$ cat config.mk
export PLATFORM = sky130hd
export DESIGN_NAME = rca_seq_controller
export DESIGN_NICKNAME = d
export VERILOG_FILES = /design/src/rtl/rca_seq_pkg.sv /design/src/rtl/rca4_slice.sv /design/src/rtl/rca_seq_controller.sv
export SDC_FILE = /design/constraint.sdc
export NUM_CORES = 1
export LEC_CHECK = 0
export CAP_MARGIN = 20
export CORE_ASPECT_RATIO = 0.9
export CORE_UTILIZATION = 45
export CTS_CLUSTER_DIAMETER = 30
export DETAILED_ROUTE_END_ITERATION = 8
export PLACE_DENSITY = 0.76
export SLEW_MARGIN = 20
export SYNTH_ARGS = -nofsm -noshare
export SYNTH_HDL_FRONTEND = slang
export SYNTH_SLANG_ARGS = --single-unit
$ cat constraint.sdc
create_clock -name clk -period 3.12 [get_ports clk]
set_clock_uncertainty 0.15 [all_clocks]
set_input_delay 0.78 -clock clk [delete_from_list [all_inputs] [get_ports clk]]
set_output_delay 0.78 -clock clk [all_outputs]
set_load 0.05 [all_outputs]
$ cat src/rtl/rca_seq_pkg.sv
// Shared definitions for the sequential ripple-carry adder controller.
//   SLICE_W         : width of the single time-multiplexed adder slice
//   rca_seq_state_t : controller FSM states
//   slice_count()   : number of slice passes for a given operand width
package rca_seq_pkg;

  localparam int SLICE_W = 4;

  typedef enum logic [1:0] {IDLE, RUN, DONE} rca_seq_state_t;

  function automatic int slice_count(input int width);
    return width / SLICE_W;
  endfunction

endpackage

$ cat src/rtl/rca4_slice.sv
// Purely combinational 4-bit ripple-carry adder slice.
// Ports:
//   a, b : 4-bit addends
//   ci   : carry in
//   s    : 4-bit sum
//   co   : carry out of bit 3
//   c3   : carry into bit 3 (present only when RCA_SEQ_OVF_EN is defined,
//          used for signed overflow detection on the top slice)
module rca4_slice (
  input  logic [3:0] a,
  input  logic [3:0] b,
  input  logic       ci,
  output logic [3:0] s,
  output logic       co
`ifdef RCA_SEQ_OVF_EN
  ,
  output logic       c3
`endif
);

  logic [4:0] c;

  always_comb begin
    c    = '0;
    s    = '0;
    c[0] = ci;
    for (int i = 0; i < 4; i++) begin
      s[i]   = a[i] ^ b[i] ^ c[i];
      c[i+1] = (a[i] & b[i]) | (c[i] & (a[i] ^ b[i]));
    end
  end

  assign co = c[4];

`ifdef RCA_SEQ_OVF_EN
  assign c3 = c[3];
`endif

endmodule

$ cat src/rtl/rca_seq_controller.sv
// Sequencing controller: computes {c_out,sum} = a + b + c_in over WIDTH/4
// cycles using one shared 4-bit ripple-carry slice; the carry between
// passes is held in a register.
// Optional macro RCA_SEQ_OVF_EN adds a registered signed-overflow output.
// Ports:
//   clk, rst_n           : clock, synchronous active-low reset
//   in_valid / in_ready  : operand handshake (ready only in IDLE)
//   a, b, c_in           : operands and carry-in
//   out_valid / out_ready: result handshake (valid only in DONE)
//   sum, c_out           : registered result
//   busy                 : high in RUN or DONE
//   ovf                  : signed overflow (RCA_SEQ_OVF_EN only)
module rca_seq_controller
  import rca_seq_pkg::*;
#(
  parameter int WIDTH = 16
) (
  input  logic             clk,
  input  logic             rst_n,
  input  logic             in_valid,
  output logic             in_ready,
  input  logic [WIDTH-1:0] a,
  input  logic [WIDTH-1:0] b,
  input  logic             c_in,
  output logic             out_valid,
  input  logic             out_ready,
  output logic [WIDTH-1:0] sum,
  output logic             c_out,
  output logic             busy
`ifdef RCA_SEQ_OVF_EN
  ,
  output logic             ovf
`endif
);

  localparam int NSLICE = slice_count(WIDTH);
  localparam int IDX_W  = $clog2(NSLICE) + 1;
  localparam logic [IDX_W-1:0] LAST_IDX = IDX_W'(NSLICE - 1);

  localparam logic [1:0] ST_IDLE = 2'(IDLE);
  localparam logic [1:0] ST_RUN  = 2'(RUN);
  localparam logic [1:0] ST_DONE = 2'(DONE);

  generate
    if ((WIDTH % SLICE_W) != 0 || WIDTH < SLICE_W) begin : g_bad_width
      $error("rca_seq_controller: WIDTH must be a multiple of 4 and >= 4");
    end
  endgenerate

  logic [1:0]         state;
  logic [IDX_W-1:0]   idx;
  logic [WIDTH-1:0]   a_reg;
  logic [WIDTH-1:0]   b_reg;
  logic               carry;

  logic [SLICE_W-1:0] sl_a;
  logic [SLICE_W-1:0] sl_b;
  logic [SLICE_W-1:0] sl_s;
  logic               sl_co;
`ifdef RCA_SEQ_OVF_EN
  logic               sl_c3;
`endif

  // Select the operand nibbles for the current pass.
  always_comb begin
    sl_a = '0;
    sl_b = '0;
    for (int i = 0; i < NSLICE; i++) begin
      if (idx == IDX_W'(i)) begin
        sl_a = a_reg[i*SLICE_W +: SLICE_W];
        sl_b = b_reg[i*SLICE_W +: SLICE_W];
      end
    end
  end

  rca4_slice u_slice (
    .a  (sl_a),
    .b  (sl_b),
    .ci (carry),
    .s  (sl_s),
    .co (sl_co)
`ifdef RCA_SEQ_OVF_EN
    ,
    .c3 (sl_c3)
`endif
  );

  assign in_ready  = (state == ST_IDLE);
  assign out_valid = (state == ST_DONE);
  assign busy      = (state != ST_IDLE);

  always_ff @(posedge clk) begin
    if (!rst_n) begin
      state <= ST_IDLE;
      idx   <= '0;
      a_reg <= '0;
      b_reg <= '0;
      carry <= 1'b0;
      sum   <= '0;
      c_out <= 1'b0;
`ifdef RCA_SEQ_OVF_EN
      ovf   <= 1'b0;
`endif
    end else begin
      case (state)
        ST_IDLE: begin
          if (in_valid) begin
            a_reg <= a;
            b_reg <= b;
            carry <= c_in;
            idx   <= '0;
            sum   <= '0;
            state <= ST_RUN;
          end
        end
        ST_RUN: begin
          for (int i = 0; i < NSLICE; i++) begin
            if (idx == IDX_W'(i)) sum[i*SLICE_W +: SLICE_W] <= sl_s;
          end
          carry <= sl_co;
          if (idx == LAST_IDX) begin
            // Park the index at 0 so it never runs past the last slice.
            idx   <= '0;
            c_out <= sl_co;
`ifdef RCA_SEQ_OVF_EN
            ovf   <= sl_c3 ^ sl_co;
`endif
            state <= ST_DONE;
          end else begin
            idx <= idx + IDX_W'(1);
          end
        end
        ST_DONE: begin
          if (out_ready) state <= ST_IDLE;
        end
        default: state <= ST_IDLE;
      endcase
    end
  end

endmodule

Word-level counts from Yosys, hierarchy flattened
Index checks and enable logic that the tools add are counted.

word-level totals
  latch bits = 0
  memories = 0
  word-level logic and storage cells = 77
  RAM bits = 0
  memory bits (read-only) = 0
  register bits = 55
  input port bits = 37

operators by class
  multiplexer cells = 23
  shift operators = 0
  reduce and logical (&&, ||, !) cells = 12
  equal/unequal tests = 11
  $mul = 0
  bitwise logic cells = 20
  magnitude comparators = 0
  div/mod/pow operators = 0
  add/subtract/negate cells = 1

operators by type and width
  cell                 count
  $mux 4               12
  $pmux 16 s2          1
  $mux 16              1
  $reduce_and 3->1     5
  $ne 2x2->1 const B   5
  $and 1x1->1          8
  $xor 1x1->1          8
  $eq 3x2->1 const B   2
  $mux 2               3
  $mux 3               2
  $pmux 2 s3           1
  $pmux 3 s2           1
  $reduce_and 2->1     3
  $or 1x1->1           4
  $reduce_bool 2->1    2
  $add 3x1->3 const B  1
  $eq 3x1->1 const B   1
  $logic_not 3->1      1
  $eq 2x1->1 const B   1
  $eq 2x2->1 const B   1
  $logic_not 2->1      1
  $ne 2x1->1 const B   1
  $pmux 1 s2           1
  $mux 1               1

Longest topological paths before layout
Gate-level depths: netlist of run 1.

  depth after elaboration = 15
  mapped depth = 14

Cells and area by module
A second synthesis of run 1 with hierarchy kept.

unflattened totals
  cells, all modules = 299
  area total of the unflattened synthesis = 2482.4 µm²

by module, submodules not included
  module              sequential area each (µm²)  times used  area each (µm²)  cells an instance
  rca_seq_controller  1101.1                      1           2364.8           285
  rca4_slice          0.0                         1           117.6            14

Least setup slack after synthesis of run 1
Ideal clock, no wire load.

  path type = flip-flop to flip-flop
  start = register idx[0]
  end = register sum[11]
  slack = -0.113 ns
  arrival time = 3.008 ns
  buffers on the path = 1
  cell stages (with the launch flop) = 15
  clock period less this slack = 3.233 ns
  cells stage by stage = dfxtp_1 > inv_1 > ha_1 > nor2b_1 > buf_1 > a221oi_1 > o21ai_0 > fa_1 > inv_1 > fa_1 > inv_1 > fa_1 > fa_1 > nand2_1 > o22ai_1

between the ends
  cells in the longest elaborated chain, start to end = 15

RTL lines
  element                          line                       text
  from (decl)                      rca_seq_controller.sv:51   logic [IDX_W-1:0] idx;
  from (signal assigned)           rca_seq_controller.sv:130  idx <= idx + IDX_W'(1);
  $logic_not 3->1                  rca_seq_controller.sv:69   if (idx == IDX_W'(i)) begin
  $mux 4 (4 in a row)              rca_seq_controller.sv:69
  $xor 1x1->1                      rca4_slice.sv:29           c[i+1] = (a[i] & b[i]) | (c[i] & (a[i] ^ b[i]));
  $and 1x1->1                      rca4_slice.sv:29
  $or 1x1->1                       rca4_slice.sv:29
  $and 1x1->1                      rca4_slice.sv:29
  $or 1x1->1                       rca4_slice.sv:29
  $and 1x1->1                      rca4_slice.sv:29
  $or 1x1->1                       rca4_slice.sv:29
  $xor 1x1->1                      rca4_slice.sv:28           s[i] = a[i] ^ b[i] ^ c[i];
  $mux 4                           rca_seq_controller.sv:118  if (idx == IDX_W'(i)) sum[i*SLICE_W +: SLICE_W] <= sl_s;
  $pmux 16 s2                      rca_seq_controller.sv:105  case (state)
  to (signal, indexed assignment)  rca_seq_controller.sv:118
  to (decl)                        rca_seq_controller.sv:27   output logic [WIDTH-1:0] sum,

Several ways; a longest one is shown, not always the timed one. The select of a mux whose other input is x is not followed.
A chain may end at the register's enable or synchronous reset.

Final worst setup path of run 1
  start = register idx[0]
  end = register sum[3]

between the ends
  cells in the longest elaborated chain, start to end = 15

RTL lines
  element              line
  $logic_not 3->1      rca_seq_controller.sv:69, rca_seq_controller.sv:118
  $mux 4 (4 in a row)  rca_seq_controller.sv:69
  $xor 1x1->1          rca4_slice.sv:29
  $and 1x1->1          rca4_slice.sv:29
  $or 1x1->1           rca4_slice.sv:29
  $and 1x1->1          rca4_slice.sv:29
  $or 1x1->1           rca4_slice.sv:29
  $and 1x1->1          rca4_slice.sv:29
  $or 1x1->1           rca4_slice.sv:29
  $xor 1x1->1          rca4_slice.sv:28
  $mux 4               rca_seq_controller.sv:118
  $pmux 16 s2          rca_seq_controller.sv:105

Several ways; a longest one is shown, not always the timed one. The select of a mux whose other input is x is not followed.

==> results of run 1 <==
==> power groups by stage <==
stage | sequential [W] | combinational [W] | clock, W
2_1_floorplan | 0.000766 | 0.000147 | 0
3_3_place_gp | 0.000767 | 0.000235 | 0
3_5_place_dp | 0.000768 | 0.000239 | 0
4_1_cts | 0.000752 | 0.000249 | 0.000385
5_1_grt | 0.000756 | 0.000279 | 0.000417
6_report | 0.000752 | 0.000253 | 0.000379
==> layout make-up <==
type / instances / area (sq um) / share of cell area [%]
clock buffer: 6 / 72.6 / 2.17
clock inverter: 2 / 12.5 / 0.375
inverter: 11 / 43.8 / 1.31
multi-input combinational: 211 / 1310 / 39.3
sequential: 55 / 1110 / 33.1
tap: 67 / 83.8 / 2.51
timing repair buffer: 74 / 708 / 21.2
==> tightest hold or removal path: stages, from the launching register on <==
cell     delay, ns
dfxtp_1       0.32
nand2_1       0.05
a21oi_1       0.05
==> metrics by stage <==
stage               std cells  setup TNS, ns  setup WS [ns]  total power, W
floorplan                 298              0        0.00357        0.000913
global placement          418              0         0.0187         0.00100
detailed placement        418         -0.299         -0.139         0.00101
CTS                       426        -0.0164        -0.0164         0.00139
global route              426         -0.177        -0.0567         0.00145
finish                    426              0         0.0871         0.00138
==> cell usage after synthesis, types with 2 or more instances <==
master / number
nand2_1: 76
dfxtp_1: 55
a21oi_1: 25
o21ai_0: 16
o22ai_1: 13
a21oi_2: 10
inv_1: 10
nand2_2: 10
a221oi_1: 9
nand3b_1: 9
clkbuf_1: 8
nand3_1: 7
buf_6: 5
buf_2: 4
fa_1: 4
ha_1: 4
nand2b_1: 4
nor2_1: 4
nor2b_1: 4
a31o_2: 3
o21ai_1: 3
buf_1: 2
clkbuf_2: 2
o21a_1: 2
==> how the worst max path moves through the flow <==
| stage | slack [ns] | endpoint | depth (start not counted) |
|---|---|---|---|
| 6_report | 0.09 | sum[3] | 13 |
| 5_1_grt | -0.06 | sum[3] | 13 |
| 4_1_cts | -0.02 | sum[3] | 13 |
| 3_5_place_dp | -0.14 | sum[3] | 13 |
| 3_3_place_gp | 0.02 | sum[3] | 13 |
| 2_1_floorplan | 0.004 | sum[11] | 14 |
==> kinds of logic (layout without fill, tap and decap cells) <==
| logic type | Yosys count | count (layout) |
|---|---|---|
| compound gates | 84 | 84 |
| fa+ha+maj | 8 | 8 |
| buf+inv | 32 | 93 |
| flops | 55 | 55 |
| mux | 2 | 2 |
| simple gates | 117 | 117 |
==> metal layers <==
layer  global-route usage, %  wire [microns]  vias to the layer above  share of wire (%)
met5                       0               0                        -                  0
met4                    9.52             110                        0                1.9
met3                    5.00             295                       14                5.0
met2                    35.0            2800                       67                 47
met1                    28.7            2720                     1052                 46
li1                        -               -                     1129                  -
==> cell usage in the layout, fill, tap and decap left out, types with 3 or more instances in the layout <==
cell type,instances
buf_4,17
dfxtp_1,53
o21ai_1,4
fa_2,3
nand2_1,75
nor2b_1,3
o22ai_1,12
nand2b_1,4
inv_1,5
a221oi_1,7
nor2_1,3
inv_2,5
o21ai_0,13
a21oi_2,10
nand2_2,11
nand3_1,7
clkbuf_8,5
clkdlybuf4s50_1,56
a31o_2,3
a21oi_1,25
nand3b_1,9
==> timing repair <==
item | 4_1_cts | 5_1_grt
hold endpoints to repair | 0 | 0
endpoints found under the setup margin | 5 | 6
resized for setup | 15 | 11
pin swaps | 7 | 7
==> flow_metrics.py, run 1 <==
metrics = {
    "outcome": {
        "status": "complete, no violations",
    },
    "cells_and_area": {
        "layout-drive-gt1-share_pct": 20.3,
        "syn_to_final_growth_pct": 33.4,
        "final_util_pct": 62.8,
        "diodes": 0,
        "nets": 403,
        "final_area_sq_mm": 0.00334,
        "fillers": 474,
    },
    "min_path": {
        "worstHoldPathCells": 2,
        "worstHoldStart": "a_reg[10]",
        "hold_path_end": "a_reg[10]",
        "min_path_type": "flip-flop to flip-flop",
    },
    "synthesis": {
        "ys_ff_latch": 55,
        "synth_area_leader_cell": "dfxtp_1",
        "synthesis.nets": 343,
        "yosysUniqueCellTypes": 33,
        "async_flop_share_pct": 0,
        "synth-adder-area-share_pct": 5.20,
        "synth_top_family_by_area": "simple AND/OR/NAND/NOR gates",
        "syn_avg_cell_area_sq_um": 8.40,
        "seq_area_frac_synth_pct": 44.0,
        "synth_mux_area_share_pct": 0.850,
        "yosys.area_share.xor_xnor_pct": 0,
        "synth_compound_area_share_pct": 21.3,
        "ys_warn_count": 0,
        "synth-edff-count": 0,
        "synth_simple_gate_area_share_pct": 22.1,
        "synth_area_sq_mm": 0.00250,
        "syn_inst": 298,
        "ys.flop_type": "dfxtp_1",
        "netlist.area_leader.share_pct": 44.0,
        "synth.area.top_cells": "dfxtp_1 44%, nand2_1 11%, a21oi_1 5.0%",
    },
    "route": {
        "wl_per_cell_microns": 13.9,
        "postRouteAntennaNets": 0,
        "drt_iter0_markers": 78,
        "firstDrtPassIters": 5,
        "routed_via_density": 5.31,
        "num_vias": 2262,
        "drc": 0,
        "wl_microns": 5930,
    },
    "sta": {
        "post-route-period-util_pct": 97.2,
        "slew_headroom_pct": 60.9,
        "report.final.slew_viol_count": 0,
        "rsz0062_at_grt": "true",
        "fmax_mhz": 330,
        "whs_ns": 0.307,
        "final_hold_viol_count": 0,
        "setup_viol": 0,
        "period_minus_slack_ns": 3.03,
        "tightestPinTransition_ns": 0.585,
    },
    "clock_tree": {
        "post-cts-setup-buffers": 0,
        "clock_latency_ns": 0.30,
        "tritoncts": "done",
        "cts.sinks": 55,
        "h-tree-depth": 2,
        "clk_pin_slew_ns": 0.09,
        "ctsHoldBuffers": 0,
        "max-clock-path-buffers": 2,
        "cts-root-buf": "clkbuf_8",
        "cts_buffers": 5,
    },
    "critical_path": {
        "critPathMaxStageDelay_ns": 0.53,
        "critPathTopFamily": "adder cells",
        "rr_worst_depth": 13,
        "crit_path_end_kind": "flip-flop",
        "crit_top_cell": "fa_2",
        "worstPathMaxFanout": 4,
        "timing.rr.end": "sum[3]",
        "ff2ff_setup_slack_ns": 0.09,
        "required_ns": 3.21,
        "critPathLaunchType": "flip-flop",
        "r2r_start": "idx[0]",
        "startpoint": "idx[0]",
        "worst_path_max_delay_cell": "fa_1",
        "criticalPathCategory": "flip-flop to flip-flop",
        "crit_buf_inv": 3,
        "worstPathCellList": "inv_4 > ha_4 > nor2b_4 > a221oi_2 > o21ai_2 > fa_2 > inv_2 > fa_2 > inv_2 > fa_2 > fa_1 > nand2_2 > o22ai_2",
        "arrival_ns": 3.12,
    },
    "floorplanning": {
        "die_x_microns": 80.6,
        "fp-row-count": 25,
        "io_pins": 57,
        "die_area_sq_mm": 0.00586,
        "initial_core_util_pct": 47.1,
        "die_h_microns": 72.7,
        "core_area_sq_mm": 0.00532,
    },
    "global_route": {
        "grt-ovfl-total": 0,
        "grt_pass1_vias": 2162,
        "antenna_found_initial": 0,
        "grt_max_degree": 36,
        "grt_usage_pct": 22.0,
        "grt_pass1_wl_microns": 9990,
    },
    "power": {
        "clkPwrFrac_pct": 27.4,
        "p_per_area_mw_per_mm2": 415,
        "combinationalPowerShare_pct": 18.3,
        "seqPwrFrac_pct": 54.3,
        "ir_worst_vdd_v": 0.000239,
        "p_int_w": 0.00101,
        "p_leak_nw": 1.19,
        "power.share.switching_pct": 27.1,
        "p_sw_w": 0.000376,
    },
    "placement": {
        "place_hpwl_microns": 4280,
        "gp_routability_congestion": 0.844,
        "io_buffers": 56,
        "dpl-instance-area_sq_mm": 0.00318,
    },
    "run": {
        "cap_viol_max_count": 0,
    },
}
(Power assumes the default switching activity.)
==> run 2, diff against run 1 <==
--- a/config.mk
+++ b/config.mk
@@ -9,6 +9,7 @@
 export CORE_ASPECT_RATIO = 0.9
 export CORE_UTILIZATION = 45
 export CTS_CLUSTER_DIAMETER = 30
+export CTS_CLUSTER_SIZE = 25
 export DETAILED_ROUTE_END_ITERATION = 8
 export PLACE_DENSITY = 0.76
 export SLEW_MARGIN = 20
==> results of run 2 <==
No change in the layout: final DEF, timing and power equal those of run 1.
